[config.mk]
export PLATFORM = sky130hd
export DESIGN_NAME = io_channel_bank
export DESIGN_NICKNAME = d
export VERILOG_FILES = /design/src/rtl/io_channel_bank_pkg.sv /design/src/rtl/io_fifo.sv /design/src/rtl/io_channel_bank.sv
export SDC_FILE = /design/constraint.sdc
export NUM_CORES = 1
export LEC_CHECK = 0
export ABC_AREA = 1
export BUFFER_PORTS_ARGS = -buffer_cell sky130_fd_sc_hd__buf_2
export CAP_MARGIN = 20
export CORE_ASPECT_RATIO = 1.2
export CORE_MARGIN = 5
export CORE_UTILIZATION = 55
export DETAILED_ROUTE_END_ITERATION = 12
export PLACE_DENSITY = 0.72
export SYNTH_ARGS = -nofsm -noshare
export SYNTH_HDL_FRONTEND = slang
export SYNTH_SLANG_ARGS = --single-unit
[constraint.sdc]
create_clock -name clock -period 3.5 [get_ports clock]
set_input_delay 0.175 -clock clock [delete_from_list [all_inputs] [get_ports clock]]
set_output_delay 0.175 -clock clock [all_outputs]
set_load 0.01 [all_outputs]
[src/rtl/io_channel_bank_pkg.sv]
// Shared channel map, status bit positions and outbound FIFO entry type for the IO channel bank.
// Pure declarations: no latency, no flow control.
package io_channel_bank_pkg;

  localparam int CH_W   = 5;
  localparam int DATA_W = 15;

  localparam logic [CH_W-1:0] CH_STATUS    = 5'd0;
  localparam logic [CH_W-1:0] CH_TIMER     = 5'd1;
  localparam logic [CH_W-1:0] CH_OUT_FIRST = 5'd2;
  localparam logic [CH_W-1:0] CH_OUT_LAST  = 5'd15;
  localparam logic [CH_W-1:0] CH_IN_FIRST  = 5'd16;
  localparam logic [CH_W-1:0] CH_IN_LAST   = 5'd31;

  localparam int ST_FULL   = 0;
  localparam int ST_EMPTY  = 1;
  localparam int ST_OVF    = 2;
  localparam int ST_INPEND = 3;
  localparam int ST_TWRAP  = 4;

  typedef struct packed {
    logic [CH_W-1:0]   chan;
    logic [DATA_W-1:0] data;
  } out_entry_t;

  localparam int ENTRY_W = $bits(out_entry_t);

  function automatic logic is_out_chan(input logic [CH_W-1:0] c);
    return (c >= CH_OUT_FIRST) && (c <= CH_OUT_LAST);
  endfunction

  // The input range runs to the top of the 5-bit space, so only the lower bound matters.
  function automatic logic is_in_chan(input logic [CH_W-1:0] c);
    return c >= CH_IN_FIRST;
  endfunction

endpackage

[src/rtl/io_fifo.sv]
// Generic valid/ready FIFO; a push into an empty FIFO shows at the head one cycle later.
// A push while full is accepted only if the head pops the same cycle; otherwise it is refused.
module io_fifo #(
  parameter int WIDTH = 20,
  parameter int DEPTH = 4
) (
  input  logic             clock,
  input  logic             rst_l,
  input  logic             i_push_vld,
  input  logic [WIDTH-1:0] i_push_dat,
  input  logic             i_pop_rdy,
  output logic             o_pop_vld,
  output logic [WIDTH-1:0] o_pop_dat,
  output logic             o_full,
  output logic             o_empty
);

  localparam int AW = $clog2(DEPTH);

  logic [WIDTH-1:0] r_mem [DEPTH];
  logic [AW-1:0]    r_wr_ptr;
  logic [AW-1:0]    r_rd_ptr;
  logic [AW:0]      r_count;
  logic             w_push;
  logic             w_pop;

  assign o_full    = (r_count == (AW+1)'(DEPTH));
  assign o_empty   = (r_count == '0);
  assign o_pop_vld = !o_empty;
  assign w_pop     = i_pop_rdy && !o_empty;
  assign w_push    = i_push_vld && (!o_full || w_pop);
  // Head reads zero when empty so stale storage never leaks out after reset.
  assign o_pop_dat = o_empty ? '0 : r_mem[r_rd_ptr];

  always_ff @(posedge clock) begin
    if (w_push) r_mem[r_wr_ptr] <= i_push_dat;
  end

  always_ff @(posedge clock or negedge rst_l) begin
    if (!rst_l) begin
      r_wr_ptr <= '0;
      r_rd_ptr <= '0;
      r_count  <= '0;
    end else begin
      if (w_push) r_wr_ptr <= r_wr_ptr + AW'(1);
      if (w_pop)  r_rd_ptr <= r_rd_ptr + AW'(1);
      case ({w_push, w_pop})
        2'b10:   r_count <= r_count + (AW+1)'(1);
        2'b01:   r_count <= r_count - (AW+1)'(1);
        default: r_count <= r_count;
      endcase
    end
  end

endmodule

[src/rtl/io_channel_bank.sv]
// Core-addressable channel bank: status, free-running timer, output channels feeding a FIFO, input channels.
// Reads are combinational with write bypass; input is never backpressured, FIFO overflow drops and flags.
module io_channel_bank
  import io_channel_bank_pkg::*;
#(
  parameter int FIFO_DEPTH = 4,
  parameter int TICK_DIV   = 16
) (
  input  logic              clock,
  input  logic              rst_l,
  input  logic [CH_W-1:0]   IO_read_sel,
  output logic [DATA_W-1:0] IO_read_data,
  input  logic [CH_W-1:0]   IO_write_sel,
  input  logic [DATA_W-1:0] IO_write_data,
  input  logic              IO_write_en,
  output logic              out_valid,
  input  logic              out_ready,
  output logic [CH_W-1:0]   out_chan,
  output logic [DATA_W-1:0] out_data,
  input  logic              in_valid,
  input  logic [CH_W-1:0]   in_chan,
  input  logic [DATA_W-1:0] in_data,
  output logic              in_ready
);

  localparam int PW = $clog2(TICK_DIV);

  logic [DATA_W-1:0] r_chan [32];
  logic [DATA_W-1:0] r_timer;
  logic [PW-1:0]     r_presc;
  logic              r_ovf;
  logic              r_inpend;
  logic              r_twrap;

  logic              w_wr_status;
  logic              w_wr_timer;
  logic              w_wr_out;
  logic              w_in_wr;
  logic              w_tick;
  logic              w_wrap;
  logic              w_ovf_set;
  logic              w_fifo_full;
  logic              w_fifo_empty;
  out_entry_t        w_push_dat;
  out_entry_t        w_head;
  logic [DATA_W-1:0] w_status;
  logic [DATA_W-1:0] w_rd;

  assign in_ready    = 1'b1;
  assign w_wr_status = IO_write_en && (IO_write_sel == CH_STATUS);
  assign w_wr_timer  = IO_write_en && (IO_write_sel == CH_TIMER);
  assign w_wr_out    = IO_write_en && is_out_chan(IO_write_sel);
  assign w_in_wr     = in_valid && is_in_chan(in_chan);
  assign w_tick      = (r_presc == PW'(TICK_DIV - 1));
  assign w_wrap      = w_tick && !w_wr_timer && (r_timer == '1);
  // Full with no same-cycle pop is the only case the FIFO refuses the push.
  assign w_ovf_set   = w_wr_out && w_fifo_full && !out_ready;

  assign w_push_dat.chan = IO_write_sel;
  assign w_push_dat.data = IO_write_data;
  assign out_chan        = w_head.chan;
  assign out_data        = w_head.data;

  io_fifo #(
    .WIDTH(ENTRY_W),
    .DEPTH(FIFO_DEPTH)
  ) u_fifo (
    .clock     (clock),
    .rst_l     (rst_l),
    .i_push_vld(w_wr_out),
    .i_push_dat(w_push_dat),
    .i_pop_rdy (out_ready),
    .o_pop_vld (out_valid),
    .o_pop_dat (w_head),
    .o_full    (w_fifo_full),
    .o_empty   (w_fifo_empty)
  );

  always_comb begin
    w_status            = '0;
    w_status[ST_FULL]   = w_fifo_full;
    w_status[ST_EMPTY]  = w_fifo_empty;
    w_status[ST_OVF]    = r_ovf;
    w_status[ST_INPEND] = r_inpend;
    w_status[ST_TWRAP]  = r_twrap;
  end

  always_comb begin
    w_rd = r_chan[IO_read_sel];
    if (IO_read_sel == CH_STATUS)     w_rd = w_status;
    else if (IO_read_sel == CH_TIMER) w_rd = r_timer;
    // Bypass covers timer and output channels; status and input channels never reflect core writes.
    if (IO_write_en && (IO_write_sel == IO_read_sel) &&
        (IO_read_sel >= CH_TIMER) && (IO_read_sel <= CH_OUT_LAST))
      w_rd = IO_write_data;
    IO_read_data = w_rd;
  end

  always_ff @(posedge clock or negedge rst_l) begin
    if (!rst_l) begin
      for (int i = 0; i < 32; i++) r_chan[i] <= '0;
      r_timer  <= '0;
      r_presc  <= '0;
      r_ovf    <= 1'b0;
      r_inpend <= 1'b0;
      r_twrap  <= 1'b0;
    end else begin
      if (w_wr_out) r_chan[IO_write_sel] <= IO_write_data;
      if (w_in_wr)  r_chan[in_chan]      <= in_data;

      if (w_wr_timer) begin
        r_timer <= IO_write_data;
        r_presc <= '0;
      end else begin
        r_presc <= w_tick ? '0 : r_presc + PW'(1);
        if (w_tick) r_timer <= r_timer + DATA_W'(1);
      end

      // Sticky bits: W1C clear, with a same-cycle set taking priority.
      r_ovf    <= w_ovf_set | (r_ovf    & ~(w_wr_status & IO_write_data[ST_OVF]));
      r_inpend <= w_in_wr   | (r_inpend & ~(w_wr_status & IO_write_data[ST_INPEND]));
      r_twrap  <= w_wrap    | (r_twrap  & ~(w_wr_status & IO_write_data[ST_TWRAP]));
    end
  end

endmodule

==> metrics.md, run 1 <==
| Metric | Value |
|---|---|
| Synthesized cell area | `27,900 sq um` |
| Tot Pwr | `18.7 mW` |
| Synth Warn # | `0` |
| Reg2reg path depth | `8` |
| Initial antenna violation count | `1` |
| First-pass GRT wire length | `129 mm` |
| Worst hold start | `in_chan[1]` |
| Slew headroom | `23.3%` |
| Endpoints failing hold | `0` |
| Crit-path max FO | `28` |
| Final net count | `3,550` |
| Power per cell area | `600 nW/um^2` |
| Final worst-path cycle share | `74.9%` |
| Clock skew | `0.0135 ns` |
| CTS sink cnt | `589` |
| Root Driver | `clkbuf_16` |
| Sw Pwr | `5.73 mW` |
| Vias | `23,600` |
| Reg2reg start | `r_timer[1]$_DFFE_PN0P_` |
| Max-cap viol count | `0` |
| Final-layout fill cell count | `4,325` |
| Sequential fraction of the synthesis area | `54.4%` |
| Yosys reg bits | `589` |
| DRC | `0` |
| DRT Pass-1 Iters | `6` |
| Status | `finished, final reports clean` |
| Initial Util | `55.5%` |
| CORE AREA | `50,200 sq um` |
| Largest cells by area after synthesis | `dfrtp_1, nand2_1, edfxtp_1` |
| Post-Syn Nets | `3,536` |
| CTS Buf Count | `59` |
| Leakage | `15.4 nW` |
| Most common library cells after synthesis | `nand2_1, dfrtp_1, o21ai_0, inv_1, nor2_1` |
| Post-cts resize count | `0` |
| Critical Path Source Type | `input port` |
| Number of distinct library cells after synthesis | `42` |
| Fin Setup TNS | `0 ns` |
| FFs w/ async S/R, synth | `86.4%` |
| Pins over their slew limit | `0` |
| Hold Crit Depth | `5` |
| Hold crit path type | `in2reg` |
| Routed vias/inst | `5.63` |
| Crit Path Class | `in2out` |
| Setup violators final | `0` |
| Detailed Route Iter0 Violations | `2,583` |
| Most numerous cell in the Yosys netlist | `nand2_1` |
| Die width | `215 um` |
| Combinational share of power | `20.3%` |
| Routability congestion estimate | `0.936` |
| Clock transition at path regs | `0.06 ns` |
| CTS tree | `built` |
| Min-Delay Endpoint | `r_chan[6]$_DFF_PN0_` |
| Die height | `257 um` |
| Register area | `15,100 sq um` |
| CTS max path bufs | `3` |
| Worst reg-to-reg setup slack | `1.55 ns` |
| Top FF cell, synth | `dfrtp_1` |
| # H-tree levels | `2` |
| Total track usage | `29.6%` |
| Share of cells above drive strength 1 | `7.88%` |
| RSZ-0062 raised after global routing | `false` |
| Syn-to-layout area delta | `11.6%` |
| Port bufs | `85` |
| Post-CTS Hold Buffers | `40` |
| Synth Instances | `3,479` |
| Pint | `12.9 mW` |
| Largest net degree at the start of global routing | `108` |
| Min Tclk post-route | `2.62 ns` |
| DP HPWL | `51.1 mm` |
| Post-synth EDFFs | `80` |
| Crit path DAT | `2.45 ns` |
| Required @ worst endpoint | `3.32 ns` |
| Die Area | `55,300 sq um` |
| Setup crit end kind | `output pin` |
| Tightest Pin Transition | `1.15 ns` |
| Vias in the first global route | `22,800` |
| Peak VDD IR | `0.479 mV` |
| Routed Antenna Nets | `0` |
| Reg power frac | `45.9%` |
| Number of I/O pins | `87` |
| Later-pin clock latency in the skew report | `0.64 ns` |
| Antenna Cells | `0` |
| Post-CTS setup buffer count | `0` |
| Routed wire per std cell | `19.7 um` |
| Mapped Avg Cell Area | `8.01 sq um` |
| Worst r2r dst | `r_timer[14]$_DFFE_PN0P_` |
| Yosys top cell area share | `45.7%` |
| Clk pwr share | `33.8%` |
| Row count | `90` |
| Leading area contributor after synthesis | `dfrtp_1` |
| Max Fclk | `382 MHz` |
| GRT overflow | `0` |
| Switching share of power | `30.7%` |
| Total Wirelength | `82.5 mm` |
| Multi-input logic area | `10,200 sq um` |
==> metal layers <==
metal	up-vias	wire length, um	track usage, %
met2	1085	39500	48.7
met1	11200	32300	38.2
li1	11000	-	-
met4	0	4150	13.7
met3	219	6580	5.53
met5	-	0	0
==> logic make-up (layout without fill, tap and decap cells) <==
| logic type | count (synthesis) | after routing | synth area share (%) |
|---|---|---|---|
| simple gates | 1557 | 1557 | 22.6 |
| buf+inv | 642 | 702 | 9.15 |
| compound gates | 631 | 631 | 11.7 |
| flops | 589 | 589 | 54.4 |
| mux | 36 | 36 | 1.29 |
| xor+xnor | 16 | 16 | 0.503 |
| fa+ha+maj | 7 | 7 | 0.341 |
| other cells | 1 | 1 | 0.0135 |
==> cells in the final DEF (no fill, tap or decap), drive strengths merged, types with 80 or more instances in the layout <==
| cell | synthesis | routed |
|---|---|---|
| a21oi | 143 | 143 |
| buf | 90 | 157 |
| clkbuf | 154 | 83 |
| dfrtp | 509 | 509 |
| edfxtp | 80 | 80 |
| inv | 393 | 395 |
| nand2 | 1071 | 1071 |
| nand3 | 222 | 222 |
| nor2 | 230 | 230 |
| o21ai | 442 | 442 |
==> area by class of cell <==
class                           instances  area share, %
Clock buffer                           83           5.47
Clock inverter                         24          0.716
Inverter                              398           4.81
Multi-Input combinational cell       2248           32.8
Sequential cell                       589           48.7
Tap cell                              644           2.59
Timing Repair Buffer                  197           4.94
==> worst max path at each step <==
| stage | start | to | slack, ns |
|---|---|---|---|
| floorplan | u_fifo.r_count[0]$_DFFE_PN0P_ | u_fifo.r_mem[0][0]$_DFFE_PP_ | 1.32 |
| global placement | IO_read_sel[0] | IO_read_data[7] | 0.99 |
| detailed placement | IO_read_sel[3] | IO_read_data[3] | 0.96 |
| CTS | u_fifo.r_rd_ptr[0]$_DFFE_PN0P_ | out_data[5] | 0.93 |
| global route | IO_write_sel[4] | IO_read_data[7] | 0.77 |
| finish | IO_read_sel[1] | IO_read_data[1] | 0.88 |
==> flip-flops by register name, indices dropped and copies added, names as in the netlist <==
signal / count
r_twrap: 1
r_presc: 4
r_chan: 480
r_inpend: 1
u_fifo.r_wr_ptr: 2
u_fifo.r_rd_ptr: 2
u_fifo.r_count: 3
u_fifo.r_mem: 80
r_timer: 15
r_ovf: 1
==> worst max-delay path, stage by stage <==
cell	delay [ns]
buf_4	0.24
inv_2	0.44
buf_4	0.45
nand2_1	0.11
nand2_1	0.08
nand2_1	0.05
nand2_1	0.10
inv_1	0.05
nand2_1	0.13
nand2_1	0.18
nand3_1	0.15
nand2_1	0.06
nand2_1	0.05
buf_2	0.13
==> stage by stage <==
stage                     cells  setup slack, ns  utilization [%]  hold slack, ns  cell area (sq um)
after CTS                  4182            0.930             61.9          0.0206              31100
after floorplan            3479             1.32                -          -0.121              27900
after detailed placement   4035            0.961             57.3           0.365              28800
after global routing       4183            0.766             61.9          0.0766              31100
final                      4183            0.880             61.9          0.0649              31100
after global placement     4034            0.995             57.2           0.352              28700
==> power by group through the flow <==
stage          logic [mW]  clock network [mW]  registers (mW)
6_report             3.78                6.31            8.57
5_1_grt              4.27                6.69            8.67
4_1_cts              3.77                6.41            8.55
3_5_place_dp         3.71                   0            8.67
3_3_place_gp         3.57                   0            8.62
2_1_floorplan        2.51                   0            8.52
(Power assumes the default switching activity.)
==> inputs of run 2 (changes only) <==
--- a/config.mk
+++ b/config.mk
@@ -12,7 +12,7 @@
 export CORE_MARGIN = 5
 export CORE_UTILIZATION = 55
 export DETAILED_ROUTE_END_ITERATION = 12
-export PLACE_DENSITY = 0.72
+export PLACE_DENSITY = 0.75
 export SYNTH_ARGS = -nofsm -noshare
 export SYNTH_HDL_FRONTEND = slang
 export SYNTH_SLANG_ARGS = --single-unit
==> constraint.sdc (replaced) <==
create_clock -name clock -period 2.4 [get_ports clock]
set_input_delay 0.12 -clock clock [delete_from_list [all_inputs] [get_ports clock]]
set_output_delay 0.12 -clock clock [all_outputs]
set_load 0.01 [all_outputs]
==> run 2 against run 1 <==
  * Clock-buffer cell count rose by 2
  * Largest cell class unchanged
  * Critical endpoint unchanged
  * Sequential cell count unchanged
  * Global-route usage decreased by 0.44 points
  * Worst hold slack lost 0.032 ns
  * Via count rose by 0.52%
  * Sequential power is 46% higher
  * Cell count up 0.86%
==> metrics.md, run 2 (synthesized netlist as in run 1, its figures left out) <==
| Metric | Value |
|---|---|
| Status | `finished, final reports clean` |
| Combinational share of power | `20.2%` |
| Reg power frac | `44.8%` |
| Slew headroom | `50.5%` |
| Row count | `90` |
| Slowest stage delay, CP | `0.36 ns` |
| Routed vias/inst | `5.61` |
| Total Wirelength | `81.5 mm` |
| GRT overflow | `0` |
| CTS sink cnt | `589` |
| RSZ-0062 raised after global routing | `false` |
| DRT Pass-1 Iters | `6` |
| Max Fclk | `434 MHz` |
| Final-layout fill cell count | `4,282` |
| Crit-path most repeated cell | `nand2_1` |
| Reg2reg start | `r_timer[0]$_DFFE_PN0P_` |
| Multi-input logic area | `10,200 sq um` |
| Final worst-path cycle share | `96.0%` |
| Reg2reg path depth | `8` |
| Crit Path Class | `reg2out` |
| Commonest non-fill, non-tap cell in the layout | `nand2_1` |
| Pint | `19.6 mW` |
| Final net count | `3,582` |
| Min Tclk post-route | `2.30 ns` |
| Die width | `215 um` |
| Power per cell area | `883 nW/um^2` |
| Critical path's slowest cell | `dfrtp_1` |
| Vias | `23,700` |
| Die height | `257 um` |
| DP HPWL | `52.4 mm` |
| Later-pin clock latency in the skew report | `0.62 ns` |
| Crit-path max FO | `2` |
| Critical Path Source Type | `flop` |
| CTS tree | `built` |
| CP endpoint | `IO_read_data[1]` |
| Max-cap viol count | `0` |
| Top flop regs | `r_chan x480, u_fifo.r_mem x80, r_timer x15` |
| CTS Buf Count | `58` |
| Setup violators final | `0` |
| Peak VDD IR | `0.656 mV` |
| Critical-path cell list | `inv_1 > nand2_1 > nand3_1 > nand2_1 > nand2_1 > nand2_1 > inv_1 > nand2_1 > nand2_1 > nand3_1 > nand2_1 > nand2_1 > buf_2` |
| Leakage | `15.7 nW` |
| Final Non-Filler Cells | `4,219` |
| Root Driver | `clkbuf_16` |
| Initial Util | `55.5%` |
| Clock skew | `0.0128 ns` |
| Post-Place Cells | `4,070` |
| Most frequent cells in the layout | `nand2_1, dfrtp_1, o21ai_0` |
| Critical path depth in cells | `13` |
| CORE AREA | `50,200 sq um` |
| Crit path max-delay family | `simple AND/OR/NAND/NOR gates` |
| DRC | `0` |
| Endpoints failing hold | `0` |
| Switching share of power | `30.0%` |
| CP Launch Point | `r_chan[121]$_DFF_PN0_` |
| Crit path buf inv count | `3` |
| Antenna Cells | `0` |
| Crit path DAT | `2.18 ns` |
| Number of I/O pins | `87` |
| Clk pwr share | `35.0%` |
| Syn-to-layout area delta | `13.6%` |
| Worst reg-to-reg setup slack | `0.47 ns` |
| Total track usage | `29.1%` |
| Fin Setup TNS | `0 ns` |
| Routed wire per std cell | `19.3 um` |
| Largest net degree at the start of global routing | `69` |
| Die Area | `55,300 sq um` |
| Top reg by flops | `r_chan` |
| Sw Pwr | `8.38 mW` |
| Routability congestion estimate | `0.945` |
| Routed Antenna Nets | `0` |
| Pins over their slew limit | `0` |
| Clock transition at path regs | `0.07 ns` |
| Worst r2r dst | `r_timer[12]$_DFFE_PN0P_` |
| Initial antenna violation count | `0` |
| CTS max path bufs | `3` |
| Hold crit path type | `in2reg` |
| Tightest Pin Transition | `0.736 ns` |
| # H-tree levels | `2` |
| Port bufs | `85` |
| Share of cells above drive strength 1 | `8.92%` |
| Vias in the first global route | `22,700` |
| Required @ worst endpoint | `2.28 ns` |
| Register area | `15,100 sq um` |
| First-pass GRT wire length | `128 mm` |
| Largest register FFs | `480` |
| Detailed Route Iter0 Violations | `2,593` |
| Setup crit end kind | `output pin` |
==> run 2: changes by cell type in the layout (fill, tap and decap cells not counted), moves of 2 or more <==
cell           before  now
buf_12             10   24
buf_4              61   84
bufinv_16           3    8
clkbuf_1           11   13
clkinv_2           15   12
clkinvlp_4          2    4
dlygate4sd3_1      40   38
inv_1             390  388
nand3_1           221  219
nand3_2             0    2
o21ai_0           437  434
o21ai_1             5    8
==> run 2: repair_timing <==
action | 4_1_cts | 5_1_grt
setup buffers | 0 | 1
hold buffers | 38 | 0
endpoints found under the hold margin | 563 | 0
resized for setup | 0 | 9
endpoints found under the setup margin | 0 | 18
==> run 2: final cells by class <==
type	count	area share, %
clock buffers	85	5.46
clock inverters	25	1.06
flip-flops and latches	589	47.8
well taps	644	2.55
repair buffers	230	6.09
inverters	398	4.75
multi-input cells	2248	32.3
==> run 2: worst min path at each step <==
stage,from,depth (start not counted),slack (ns),to
2_1_floorplan,rst_l,0,-0.18,r_chan[0]$_DFF_PN0_
3_3_place_gp,rst_l,1,0.15,r_chan[262]$_DFF_PN0_
3_5_place_dp,rst_l,1,0.14,r_chan[247]$_DFF_PN0_
4_1_cts,IO_write_data[4],4,0.009,r_chan[274]$_DFF_PN0_
5_1_grt,IO_write_data[4],4,0.02,r_chan[274]$_DFF_PN0_
6_report,in_chan[3],4,0.03,r_chan[155]$_DFF_PN0_
==> run 2: layer usage <==
| layer | track usage (%) | vias up | share of wire, % |
|---|---|---|---|
| li1 | - | 11100 | - |
| met1 | 38.6 | 11300 | 39 |
| met2 | 47.8 | 1082 | 48 |
| met3 | 4.78 | 237 | 8.2 |
| met4 | 12.8 | 0 | 4.9 |
| met5 | 0 | - | 0 |
==> run 2: power by group through the flow <==
stage               registers [mW]  logic [mW]  clock network, mW
floorplan                     12.4        3.66                  0
global placement              12.6        5.36                  0
detailed placement            12.6        5.50                  0
CTS                           12.5        5.59               9.87
global route                  12.7        6.37               10.3
finish                        12.5        5.65               9.78
==> run 2: worst reg2reg max path, delay by kind of cell, from the launching register on <==
| family | cells | cell delay, ns |
|---|---|---|
| compound gates | 1 | 0.15 |
| xor+xnor | 1 | 0.16 |
| simple gates | 5 | 0.85 |
| fa+ha+maj | 1 | 0.23 |
| flops | 1 | 0.43 |
==> run 2: through the flow <==
step           cell area (sq um)  hold WS, ns  setup WS (ns)  utilization [%]  power, mW
2_1_floorplan              27900       -0.176          0.221                -       16.1
3_3_place_gp               29200        0.149          0.333             58.1       18.0
3_5_place_dp               29200        0.143          0.351             58.1       18.1
4_1_cts                    31600      0.00932        0.00770             62.9       27.9
5_1_grt                    31600       0.0225        0.00224             63.0       29.3
6_report                   31600       0.0324         0.0966             63.0       27.9
